==> src/rtl/pipe_branch_pred_if.sv <==
// pipe_branch_pred_if: lookup, update and stats signals between the IF/EX stages and the branch predictor
interface pipe_branch_pred_if #(parameter int PC_W = 32);
  logic [PC_W-1:0] if_pc_i;
  logic            pred_hit_o;
  logic            pred_taken_o;
  logic [PC_W-1:0] pred_target_o;
  logic            upd_valid_i;
  logic [PC_W-1:0] upd_pc_i;
  logic            upd_taken_i;
  logic [PC_W-1:0] upd_target_i;
  logic            upd_pred_taken_i;
  logic [PC_W-1:0] upd_pred_target_i;
  logic            inv_all_i;
  logic            mispred_o;
  logic [31:0]     upd_cnt_o;
  logic [31:0]     mispred_cnt_o;
  modport slave (
    input  if_pc_i, upd_valid_i, upd_pc_i, upd_taken_i, upd_target_i,
           upd_pred_taken_i, upd_pred_target_i, inv_all_i,
    output pred_hit_o, pred_taken_o, pred_target_o, mispred_o, upd_cnt_o, mispred_cnt_o
  );
  modport master (
    output if_pc_i, upd_valid_i, upd_pc_i, upd_taken_i, upd_target_i,
           upd_pred_taken_i, upd_pred_target_i, inv_all_i,
    input  pred_hit_o, pred_taken_o, pred_target_o, mispred_o, upd_cnt_o, mispred_cnt_o
  );
endinterface

==> src/rtl/pipe_branch_pred.sv <==
// pipe_branch_pred: direct-mapped BTB with saturating direction counters, combinational lookup.
// Define BP_STATS_EN to build the update/misprediction statistics counters.
module pipe_branch_pred #(
  parameter int ENTRIES = 16,
  parameter int PC_W    = 32,
  parameter int CNT_W   = 2
) (
  input logic               clk_i,
  input logic               rst_i,
  pipe_branch_pred_if.slave bp
);
  localparam int IDX_W = $clog2(ENTRIES);
  localparam int TAG_W = PC_W - IDX_W - 2;
  typedef logic [CNT_W-1:0] cnt_t;
  localparam cnt_t CNT_MAX = '1;
  localparam cnt_t CNT_WT  = cnt_t'(1 << (CNT_W - 1));
  localparam cnt_t CNT_WNT = cnt_t'((1 << (CNT_W - 1)) - 1);

  logic [ENTRIES-1:0] r_valid;
  logic [TAG_W-1:0]   r_tag    [ENTRIES];
  logic [PC_W-1:0]    r_target [ENTRIES];
  cnt_t               r_cnt    [ENTRIES];

  logic [IDX_W-1:0] w_idx, w_uidx;
  logic [TAG_W-1:0] w_tag, w_utag;
  logic             w_hit, w_taken, w_uhit, w_accept, w_unused;
  cnt_t             w_ucnt, w_cnt_next;

  assign w_idx   = bp.if_pc_i[IDX_W+1:2];
  assign w_tag   = bp.if_pc_i[PC_W-1:IDX_W+2];
  assign w_uidx  = bp.upd_pc_i[IDX_W+1:2];
  assign w_utag  = bp.upd_pc_i[PC_W-1:IDX_W+2];
  assign w_unused = ^{bp.if_pc_i[1:0], bp.upd_pc_i[1:0]};

  assign w_hit   = r_valid[w_idx] && (r_tag[w_idx] == w_tag);
  assign w_taken = w_hit && r_cnt[w_idx][CNT_W-1];
  assign bp.pred_hit_o    = w_hit;
  assign bp.pred_taken_o  = w_taken;
  assign bp.pred_target_o = w_taken ? r_target[w_idx] : bp.if_pc_i + PC_W'(4);

  assign bp.mispred_o = bp.upd_valid_i &&
                        ((bp.upd_pred_taken_i != bp.upd_taken_i) ||
                         (bp.upd_taken_i && (bp.upd_pred_target_i != bp.upd_target_i)));

  assign w_accept   = bp.upd_valid_i && !bp.inv_all_i;
  assign w_uhit     = r_valid[w_uidx] && (r_tag[w_uidx] == w_utag);
  assign w_ucnt     = r_cnt[w_uidx];
  assign w_cnt_next = bp.upd_taken_i ? ((w_ucnt == CNT_MAX) ? w_ucnt : w_ucnt + cnt_t'(1))
                                     : ((w_ucnt == '0) ? w_ucnt : w_ucnt - cnt_t'(1));

  // valid bits and counters carry reset state; tags and targets do not need it
  always_ff @(posedge clk_i or posedge rst_i) begin
    if (rst_i) begin
      r_valid <= '0;
      for (int i = 0; i < ENTRIES; i++) r_cnt[i] <= CNT_WNT;
    end else if (bp.inv_all_i) begin
      r_valid <= '0;
    end else if (bp.upd_valid_i) begin
      if (w_uhit) begin
        r_cnt[w_uidx] <= w_cnt_next;
      end else if (bp.upd_taken_i) begin
        r_valid[w_uidx] <= 1'b1;
        r_cnt[w_uidx]   <= CNT_WT;
      end
    end
  end

  always_ff @(posedge clk_i) begin
    if (w_accept && bp.upd_taken_i) begin
      r_tag[w_uidx]    <= w_utag;
      r_target[w_uidx] <= bp.upd_target_i;
    end
  end

`ifdef BP_STATS_EN
  logic [31:0] r_upd_cnt, r_mis_cnt;
  always_ff @(posedge clk_i or posedge rst_i) begin
    if (rst_i) begin
      r_upd_cnt <= '0;
      r_mis_cnt <= '0;
    end else if (w_accept) begin
      r_upd_cnt <= r_upd_cnt + 32'd1;
      r_mis_cnt <= r_mis_cnt + {31'd0, bp.mispred_o};
    end
  end
  assign bp.upd_cnt_o     = r_upd_cnt;
  assign bp.mispred_cnt_o = r_mis_cnt;
`else
  assign bp.upd_cnt_o     = '0;
  assign bp.mispred_cnt_o = '0;
`endif
endmodule

==> src/flat_wrapper.sv <==
// flat-port wrapper written by rule: the top's interface ports become plain ports
module pipe_branch_pred_flat 
#(
  parameter int ENTRIES = 16,
  parameter int PC_W    = 32,
  parameter int CNT_W   = 2
)
  (clk_i, rst_i, bp_if_pc_i, bp_upd_valid_i, bp_upd_pc_i, bp_upd_taken_i, bp_upd_target_i, bp_upd_pred_taken_i, bp_upd_pred_target_i, bp_inv_all_i, bp_pred_hit_o, bp_pred_taken_o, bp_pred_target_o, bp_mispred_o, bp_upd_cnt_o, bp_mispred_cnt_o);
  pipe_branch_pred_if #(.PC_W(PC_W)) bp_i ();
  input logic clk_i;
  input logic rst_i;
  input wire logic [$bits(bp_i.if_pc_i)-1:0] bp_if_pc_i;
  input wire logic [$bits(bp_i.upd_valid_i)-1:0] bp_upd_valid_i;
  input wire logic [$bits(bp_i.upd_pc_i)-1:0] bp_upd_pc_i;
  input wire logic [$bits(bp_i.upd_taken_i)-1:0] bp_upd_taken_i;
  input wire logic [$bits(bp_i.upd_target_i)-1:0] bp_upd_target_i;
  input wire logic [$bits(bp_i.upd_pred_taken_i)-1:0] bp_upd_pred_taken_i;
  input wire logic [$bits(bp_i.upd_pred_target_i)-1:0] bp_upd_pred_target_i;
  input wire logic [$bits(bp_i.inv_all_i)-1:0] bp_inv_all_i;
  output wire logic [$bits(bp_i.pred_hit_o)-1:0] bp_pred_hit_o;
  output wire logic [$bits(bp_i.pred_taken_o)-1:0] bp_pred_taken_o;
  output wire logic [$bits(bp_i.pred_target_o)-1:0] bp_pred_target_o;
  output wire logic [$bits(bp_i.mispred_o)-1:0] bp_mispred_o;
  output wire logic [$bits(bp_i.upd_cnt_o)-1:0] bp_upd_cnt_o;
  output wire logic [$bits(bp_i.mispred_cnt_o)-1:0] bp_mispred_cnt_o;
  assign bp_i.if_pc_i = bp_if_pc_i;
  assign bp_i.upd_valid_i = bp_upd_valid_i;
  assign bp_i.upd_pc_i = bp_upd_pc_i;
  assign bp_i.upd_taken_i = bp_upd_taken_i;
  assign bp_i.upd_target_i = bp_upd_target_i;
  assign bp_i.upd_pred_taken_i = bp_upd_pred_taken_i;
  assign bp_i.upd_pred_target_i = bp_upd_pred_target_i;
  assign bp_i.inv_all_i = bp_inv_all_i;
  assign bp_pred_hit_o = bp_i.pred_hit_o;
  assign bp_pred_taken_o = bp_i.pred_taken_o;
  assign bp_pred_target_o = bp_i.pred_target_o;
  assign bp_mispred_o = bp_i.mispred_o;
  assign bp_upd_cnt_o = bp_i.upd_cnt_o;
  assign bp_mispred_cnt_o = bp_i.mispred_cnt_o;
  pipe_branch_pred #(.ENTRIES(ENTRIES), .PC_W(PC_W), .CNT_W(CNT_W)) u_core (.clk_i(clk_i), .rst_i(rst_i), .bp(bp_i));
endmodule
==> config.mk <==
export PLATFORM = sky130hd
export DESIGN_NAME = pipe_branch_pred_flat
export DESIGN_NICKNAME = d
export VERILOG_FILES = /design/src/rtl/pipe_branch_pred_if.sv /design/src/rtl/pipe_branch_pred.sv /design/src/flat_wrapper.sv
export SDC_FILE = /design/constraint.sdc
export NUM_CORES = 1
export LEC_CHECK = 0
export BUFFER_PORTS_ARGS = -buffer_cell sky130_fd_sc_hd__buf_2
export CAP_MARGIN = 15
export CELL_PAD_IN_SITES_DETAIL_PLACEMENT = 1
export CELL_PAD_IN_SITES_GLOBAL_PLACEMENT = 2
export CORE_MARGIN = 10
export CORE_UTILIZATION = 43
export DETAILED_ROUTE_END_ITERATION = 7
export PLACE_DENSITY_LB_ADDON = 0.1
export SLEW_MARGIN = 20
export SYNTH_ARGS = -nofsm -noshare
export SYNTH_HDL_FRONTEND = slang
export SYNTH_SLANG_ARGS = --single-unit
==> constraint.sdc <==
create_clock -name clk_i -period 3.5 [get_ports clk_i]
set_clock_uncertainty 0.15 [all_clocks]
set_input_delay 0.175 -clock clk_i [delete_from_list [all_inputs] [get_ports clk_i]]
set_output_delay 0.175 -clock clk_i [all_outputs]
set_load 0.02 [all_outputs]
==> results.md, run 1 <==
- The run finished, with violations left.
- The checks that failed: setup timing.
- Using the TritonRoute via totals, the vias-per-cell ratio works out to 6.012.
- Leaving out filler cells and counting taps, the final layout contains 4279.
- The register area share after synthesis is 66.00%.
- The port buffer count is 166.
- Setup repair after global routing could not meet its margin everywhere.
- The largest fanout on the critical path is 6.
- Dividing total power by cell area gives a power density of 496.1 mW/mm².
- The path type of the worst min-delay path is in2async.
- For this run, the total global-route usage over all layers was measured as 24.31%.
- The overall overflow remaining after global route is 0.
- The initial antenna violation count is 2.
- The count of fill cells added during filler insertion is 9203.
- The area used by multi-input combinational logic is 0.01465 mm².
- The post-route netlist has 39.35% of its cells at a drive strength greater than 1.
- The cell type contributing the most total cell area after synthesis is sky130_fd_sc_hd__edfxtp_1.
- The worst register-to-register path begins at u_core.r_tag[15][8].
- The final critical path time including I/O delays and setup is 4.156 ns.
- Before CTS, the worst setup slack after placement is -0.6543 ns.
- The final layout contains 2957 nets.
- Dividing the final minimum period by the clock period gives 118.7%.
- The kind of end point of the critical path is an output pin.
- The count of nets left with antenna violations once routing finished came out at 0.
- The die is 340.1 µm wide.
- The initial DRC count is 2573.
- The launch point of the critical path is u_core.r_tag[15][1].
- The post-route worst setup slack is -0.6562 ns.
- The flip-flop and latch count after synthesis is 976.
- Based on the critical path, the design can be clocked at up to 240.6 MHz.
- Synthesis instantiated 75 different standard cells from the library.
- In this run the count of I/O pins placed on the die edge is 233.
- The tree is rooted in a sky130_fd_sc_hd__clkbuf_16.
- The clock transition at the register clock pins on the worst setup and hold paths after CTS is 0.06 ns.
- For this configuration, the core starts out at a cell density of 43.32%.
- The synthesized area divided by synthesized cell count is 18.94 µm².
- The DRC violation count after routing is 0.
- The number of global-route vias before repair came to 27640.
- After detailed routing, the average wire length per cell comes to 33.50 µm.
- The CTS buffer count is 105.
- Summed over all cells, the static leakage comes to 18.18 nW.
- In the synthesized netlist the async set-or-reset flop fraction comes to 4.918%.
- The total area inside the core boundary comes to 0.1017 mm².
- The mapped netlist covers 0.04407 mm².
- The count of endpoints failing hold in the final timing report is 0.
- By area the synthesized netlist is led by sky130_fd_sc_hd__edfxtp_1, sky130_fd_sc_hd__mux4_2, sky130_fd_sc_hd__mux2i_1, sky130_fd_sc_hd__dfrtp_1, sky130_fd_sc_hd__xnor2_1.
- Yosys printed 0 warnings.
- Summing all flip-flop and latch instances after layout gives 0.02909 mm².
- The data required time at the worst endpoint is 3.17 ns.
- The first-pass GRT wire length is 204.8 mm.
- Headroom to the max-slew limit came out at 29.47%.
- Setup violations remaining at the end of the flow were counted as 67.
- The max-slew violation total from the final report is 0.
- The floorplan step set the die height to 340.1 µm.
- The floorplan step defined a die boundary enclosing 0.1157 mm².
- The number of clock sinks is 976.
- The largest single stage delay on the critical path is 0.50 ns.
- The critical path is of the reg2out type.
- The count of flip-flops with a built-in enable after synthesis is 928.
- The slowest stage of the critical path belongs to the cell sky130_fd_sc_hd__mux4_2.
- The clock latency on the worst-skew pair is 0.70 ns.
- The H-tree was split into 3 levels.
- TritonCTS built the clock tree.
- The wire-length estimate of the detail-placed layout is 89.87 mm.
- Compared with the post-synthesis result, the final layout area differs by 21.75%.
- The number of cell rows is 117.
- Across the VDD grid, the largest voltage drop is 0.0003860 V.
- For the pin with the worst max-slew slack, the measured transition is 1.055 ns.
- The data arrival time of the critical path is 3.83 ns.
- The type of element launching the critical path is a register.
- The weighted congestion reported at the end of routability-driven placement is 0.8472.
- The critical path goes through buf_4 > mux4_2 > mux2_4 > nand2_4 > o21ai_4 > xor2_4 > nor4bb_2 > and4_1 > nand4_1 > buf_6 > buf_12 > mux2_4 > buf_6.
- The max-cap violation count is 0.
- Summed over its instances, the top area cell type makes up 63.23% of the synthesized netlist area.
- The number of standard cells after synthesis is 2327.
- The total number of vias is 25730.
- Among all flip-flop cells after synthesis, the most frequent one is sky130_fd_sc_hd__edfxtp_1.
- The cell total after placement is 4005.
- Entering global routing, the biggest net connects 85 pins.
- The final wirelength is 143.4 mm.
- The number of buffers on the longest clock path is 3.
- Before antenna repair, the detailed router went through 5 iterations.
-- area by class of cell --
| class | count | area share, % |
|---|---|---|
| timing repair buffer | 529 | 8.539 |
| sequential | 976 | 54.21 |
| antenna | 1 | 0.004664 |
| inverter | 41 | 0.2892 |
| clock inverter | 67 | 1.266 |
| tap | 1368 | 3.190 |
| clock buffer | 128 | 5.193 |
| multi-input combinational | 1169 | 27.31 |
-- metal layers --
layer / up-vias / wire, µm / global-route usage [%]
met1: 14010 / 59430 / 32.55
met3: 208 / 8921 / 4.063
met5: - / 7 / 0
met4: 2 / 3257 / 6.208
met2: 971 / 71750 / 41.13
li1: 10530 / - / -
-- worst max-delay path, delay by kind of cell, from the launching register on --
family	cells	cell delay (ns)
mux	3	1.12
simple gates	4	0.72
buf+inv	4	0.62
flops	1	0.40
xor+xnor	1	0.19
compound gates	1	0.08
-- through the flow --
| stage | hold WS, ns | instance area, µm² | total power, mW | TNS [ns] | util (%) |
|---|---|---|---|---|---|
| floorplan | 0.1239 | 44350 | 14.42 | -404.95 | - |
| global placement | 0.2762 | 48650 | 15.43 | -37.40 | 47.82 |
| detailed placement | 0.2672 | 48650 | 15.47 | -38.03 | 47.82 |
| CTS | 0.07326 | 53270 | 26.81 | -30.62 | 52.36 |
| global route | 0.09413 | 53660 | 27.47 | -36.74 | 52.74 |
| finish | 0.05413 | 53660 | 26.62 | -29.47 | 52.74 |
-- repair_timing --
action,4_1_cts,5_1_grt
setup endpoints to repair,66,78
pin swaps,33,35
gates cloned,4,1
resized for setup,94,75
buffers inserted,10,3
hold endpoints to repair,976,0
hold buffers,62,0
-- cells in the final DEF (no fill, tap or decap), types with 18 or more instances in the layout --
master	netlist	routed
sky130_fd_sc_hd__mux2i_1	131	128
sky130_fd_sc_hd__edfxtp_1	928	928
sky130_fd_sc_hd__nor2_1	51	36
sky130_fd_sc_hd__a22oi_1	29	20
sky130_fd_sc_hd__clkinv_2	0	24
sky130_fd_sc_hd__buf_2	38	147
sky130_fd_sc_hd__clkbuf_1	56	18
sky130_fd_sc_hd__nor2b_1	31	31
sky130_fd_sc_hd__inv_1	40	39
sky130_fd_sc_hd__dfrtp_1	32	32
sky130_fd_sc_hd__clkbuf_16	0	107
sky130_fd_sc_hd__clkinv_1	0	23
sky130_fd_sc_hd__mux2_2	46	41
sky130_fd_sc_hd__conb_1	1	64
sky130_fd_sc_hd__a22o_1	23	23
sky130_fd_sc_hd__buf_12	0	56
sky130_fd_sc_hd__buf_4	75	243
sky130_fd_sc_hd__dlygate4sd3_1	0	62
sky130_fd_sc_hd__xor2_1	25	24
sky130_fd_sc_hd__mux4_2	352	352
sky130_fd_sc_hd__xnor2_1	84	77
sky130_fd_sc_hd__nand3_1	22	21
sky130_fd_sc_hd__nand2_1	58	54
-- logic make-up (layout without fill, tap and decap cells) --
logic type,after synthesis,after routing,synth area share (%)
flip-flops,976,976,66.00
multiplexers,533,533,22.38
AND/OR/NAND/NOR,260,260,3.157
buffers and inverters,245,765,3.004
AO/OA/AOI/OAI,201,201,3.234
XOR/XNOR,109,109,2.166
adder cells (fa/ha/maj),2,2,0.05110
other,1,65,0.008509
-- registers in the layout, summed over array words and instances, names as in the netlist --
name and count:
u_core.r_tag 416, u_core.r_cnt 32, u_core.r_valid 16, u_core.r_target 512
-- power by group --
part | internal (mW) | switching [mW]
logic | 1.07 | 1.40
clock network | 6.54 | 4.71
registers | 12.9 | 0.0375
total | 20.5 | 6.14
-- final timing paths --
kind	cells after the start	to	slack, ns
setup reg to reg	13	u_core.r_cnt[29]	-0.43
setup / recovery	13	bp_pred_target_o[31]	-0.66
min in group clk_i	5	u_core.r_valid[6]	0.12
hold / removal	3	u_core.r_cnt[21]	0.05
hold reg to reg	2	u_core.r_valid[15]	0.40
max in group asynchronous	3	u_core.r_valid[8]	2.61
-- synth_stat cells, drive strengths merged (28+ instances only) --
cell / count
dfrtp: 32
buf: 148
a21oi: 28
mux2: 46
a22oi: 29
nand2: 58
mux4: 356
clkbuf: 56
edfxtp: 928
mux2i: 131
nor2: 51
nor2b: 31
inv: 41
xnor2: 84
o21ai: 30
(Power assumes the default switching activity.)
==> run 2: changes to the inputs <==
PLACE_DENSITY = 0.85   (was default)
PLACE_DENSITY_LB_ADDON = default   (was 0.1)
==> run 2 against run 1 <==
Effect of this change:
- the run still ends with setup timing left
- utilization decreased by 0.54 points
- clock power shrank 6%
- design area fell by 1.0%
- count of clock-buffer cells in the layout decreased by 12
- sequential power hardly changed
- power is 2.9% lower
- cell count is 0.56% lower
- first-iteration DRC count increased by 19%
- register-to-register slack improved by 0.15 ns
- setup slack got worse by 0.029 ns
- maximum frequency is 0.68% lower
- critical path depth fell by 2
- largest cell class unchanged
- largest power group unchanged
- highest routed layer unchanged
==> results.md, run 2 (synthesis results as in run 1) <==
- The flow ran to the end, but the final reports show violations.
- The checks that failed: setup timing.
- The total non-filler cell area in the finished layout was 0.05310 mm² (-1.0%).
- The DRC violation count after routing is 0 (unchanged).
- The H-tree level count is 3 (unchanged).
- The number of clock sinks came to 976 (unchanged).
- The actual slew at the worst max-slew pin is 0.9899 ns (-0.06552 ns).
- The residual antenna-violating net count after detailed routing came to 0 (unchanged).
- The first-pass GRT wire length is 206.6 mm (+0.86%).
- The data required time at the worst endpoint is 3.17 ns (about the same).
- The largest fanout on the critical path is 2 (-4).
- The cell area after placement is 0.04833 mm² (-0.66%).
- The number of global-route vias before repair is 28300 (+2.4%).
- The final cell count without fillers is 4255 (-0.56%).
- The final core area utilization was 52.20% (-0.54 points).
- Traced cell by cell, the critical path runs through mux4_2 > nor2b_1 > a211oi_1 > a21oi_1 > xnor2_1 > buf_4 > nand4_1 > nor4b_1 > nand4_1 > nor2_1 > buf_4.
- The final critical path time including I/O delays and setup came to 4.185 ns (+0.02858 ns).
- The placement-stage worst setup slack was -0.6653 ns (-0.01095 ns).
- The slowest stage of the critical path belongs to the cell sky130_fd_sc_hd__nor4b_1.
- The CTS buffer count is 100 (-4.8%).
- The maximum number of pins on one net before global-route repair was 69 (-19%).
- The min-delay analysis places its worst path in the category in2async.
- The worst setup path is captured at an output pin.
- The clock latency on the worst-skew pair is 0.71 ns (about the same).
- The count of endpoints failing hold in the final timing report is 0 (unchanged).
- The switching power is 6.164 mW (+0.37%).
- The max-slew violation total from the final report is 0 (unchanged).
- The total number of vias is 26650 (+3.6%).
- The die span in x was 340.1 µm (unchanged).
- The flip-flop count of the largest register after layout came to 512 (unchanged).
- The fraction of final layout cells sized beyond drive strength 1 came to 38.77% (-0.57 points).
- The final total negative setup slack is -27.77 ns (+1.705 ns).
- The weighted congestion reported at the end of routability-driven placement is 0.8842 (+4.4%).
- The cell total after placement was 3977 (-0.70%).
- The number of cell rows came to 117 (unchanged).
- The initial antenna violation count is 6 (+4).
- The data arrival time of the critical path is 3.86 ns (+0.03 ns).
- The critical path in this run is classified as reg2out.
- The number of ports placed on the die boundary came to 233 (unchanged).
- The worst-case headroom to the max-slew limit is 34.01% (+4.5 points).
- The die outline area was 0.1157 mm² (unchanged).
- The cell sitting at the root of the clock tree is a sky130_fd_sc_hd__clkbuf_16.
- The initial cell density of the core is 43.32% (unchanged).
- The count of final setup violators came to 66 (-1.5%).
- The max-cap violation count was 0 (unchanged).
- Leaving out fill and tap cells, the most frequent cell in the layout is sky130_fd_sc_hd__edfxtp_1.
- The die outline height is 340.1 µm (unchanged).
- The relative contribution of the clock network to total power was 40.5% (-1.8 points).
- The post-layout total power is 25.84 mW (-2.9%).
- The via density per instance is 6.262 (+4.2%).
- The overall overflow remaining after global route came to 0 (unchanged).
- The final cycle utilization of the critical path is 119.6% (+0.82 points).
- The port buffer count was 166 (unchanged).
- The net switching share of the total power is 23.85% (+0.78 points).
- The share of power burned in registers is 49.9% (+1.4 points).
- The largest registers in the layout are u_core.r_target (512), u_core.r_tag (416), u_core.r_cnt (32).
- The half-perimeter wire length after placement is 88.40 mm (-1.6%).
- The overall track demand over capacity in global routing came to 24.39% (+0.078 points).
- The ratio of total power to cell area is 486.6 mW/mm² (-1.9%).
- The synthesis-to-finish area growth is 20.50%.
- The clock transition at the register clock pins on the worst setup and hold paths after CTS is 0.06 ns (about the same).
- The fmax was 239.0 MHz (-0.68%).
- The peak per-stage delay on the critical path is 0.47 ns (-0.03 ns).
- The number of buffers on the longest clock path is 3 (unchanged).
- The placeable core region is 0.1017 mm² (unchanged).
- The post-route worst setup slack is -0.6848 ns (-0.02858 ns).
- The number of nets in the layout is 2938 (-0.64%).
- The static leakage came to 17.90 nW (-1.6%).
- The count of fill cells added during filler insertion is 9267 (+0.70%).
- The initial DRC count is 3060 (+19%).
- In the layout the commonest cells are sky130_fd_sc_hd__edfxtp_1, sky130_fd_sc_hd__mux4_2, sky130_fd_sc_hd__buf_4, sky130_fd_sc_hd__buf_2, sky130_fd_sc_hd__mux2i_1.
- The internal power consumption is 19.68 mW (-3.9%).
- The peak supply drop is 0.0004326 V (+12%).
- The fraction of power consumed by combinational cells came to 9.6% (+0.3 points).
- The type of element launching the critical path is a register.
- Counting flops per register, the top entry is u_core.r_target.
- The final hold slack is 0.04801 ns (-0.006118 ns).
- The final wirelength is 144.4 mm (+0.74%).
- TritonCTS built the clock tree.
- The detail-routed net length per standard cell came to 33.94 µm (+1.3%).
- Setup repair after global routing could not meet its margin everywhere.
- The count of TritonRoute iterations in the first routing pass came to 7 (+2).
-- run 2: final cells by class --
| type | count | area, µm² | share of cell area, % |
|---|---|---|---|
| flip-flops and latches | 976 | 29090 | 54.77 |
| clock inverters | 69 | 648.1 | 1.220 |
| well taps | 1368 | 1712 | 3.223 |
| inverters | 41 | 155.1 | 0.2922 |
| multi-input cells | 1169 | 14540 | 27.38 |
| diodes | 1 | 2.502 | 0.004712 |
| clock buffers | 116 | 2562 | 4.825 |
| repair buffers | 515 | 4398 | 8.282 |
-- run 2: power groups by stage --
stage	clock, mW	combinational, mW	sequential [mW]
floorplan	0	1.28	13.1
global placement	0	2.18	13.1
detailed placement	0	2.26	13.2
CTS	10.6	2.42	12.9
global route	11.1	2.61	12.9
finish	10.5	2.48	12.9
-- run 2: per-layer routing --
| layer | GRT usage [%] | wire (µm) | vias to the layer above | share of wire (%) |
|---|---|---|---|---|
| met5 | 0 | 40 | - | 0.028 |
| met4 | 9.959 | 6425 | 6 | 4.4 |
| met3 | 6.586 | 14590 | 342 | 10 |
| met2 | 39.48 | 69670 | 1599 | 48 |
| met1 | 31.03 | 53700 | 14210 | 37 |
| li1 | - | - | 10490 | - |
-- run 2: what timing repair did --
item                                    4_1_cts  5_1_grt
pin swaps                                    35       31
hold buffers                                 62        0
gates cloned                                  5        1
hold endpoints to repair                    976        0
setup buffers                                17       12
resized for setup                           121       52
endpoints found under the setup margin       82       67
-- run 2: path summary, 6_finish.rpt --
check,start,to,slack (ns),cells after the start
max,u_core.r_tag[1][25],bp_pred_taken_o,-0.68,11
min,rst_i,u_core.r_valid[14],0.05,3
max reg2reg,u_core.r_tag[3][17],u_core.r_cnt[27],-0.28,11
min reg2reg,u_core.r_cnt[29],u_core.r_cnt[29],0.40,1
max in group asynchronous,rst_i,u_core.r_valid[10],2.59,3
min in group clk_i,bp_upd_pc_i[4],u_core.r_valid[6],0.12,5
-- run 2: critical path, delay by kind of cell, from the launching register on --
family          cells  cell delay [ns]
xor+xnor            1             0.33
flops               1             0.42
compound gates      2             0.47
mux                 1             0.46
simple gates        5             1.18
buf+inv             2             0.36
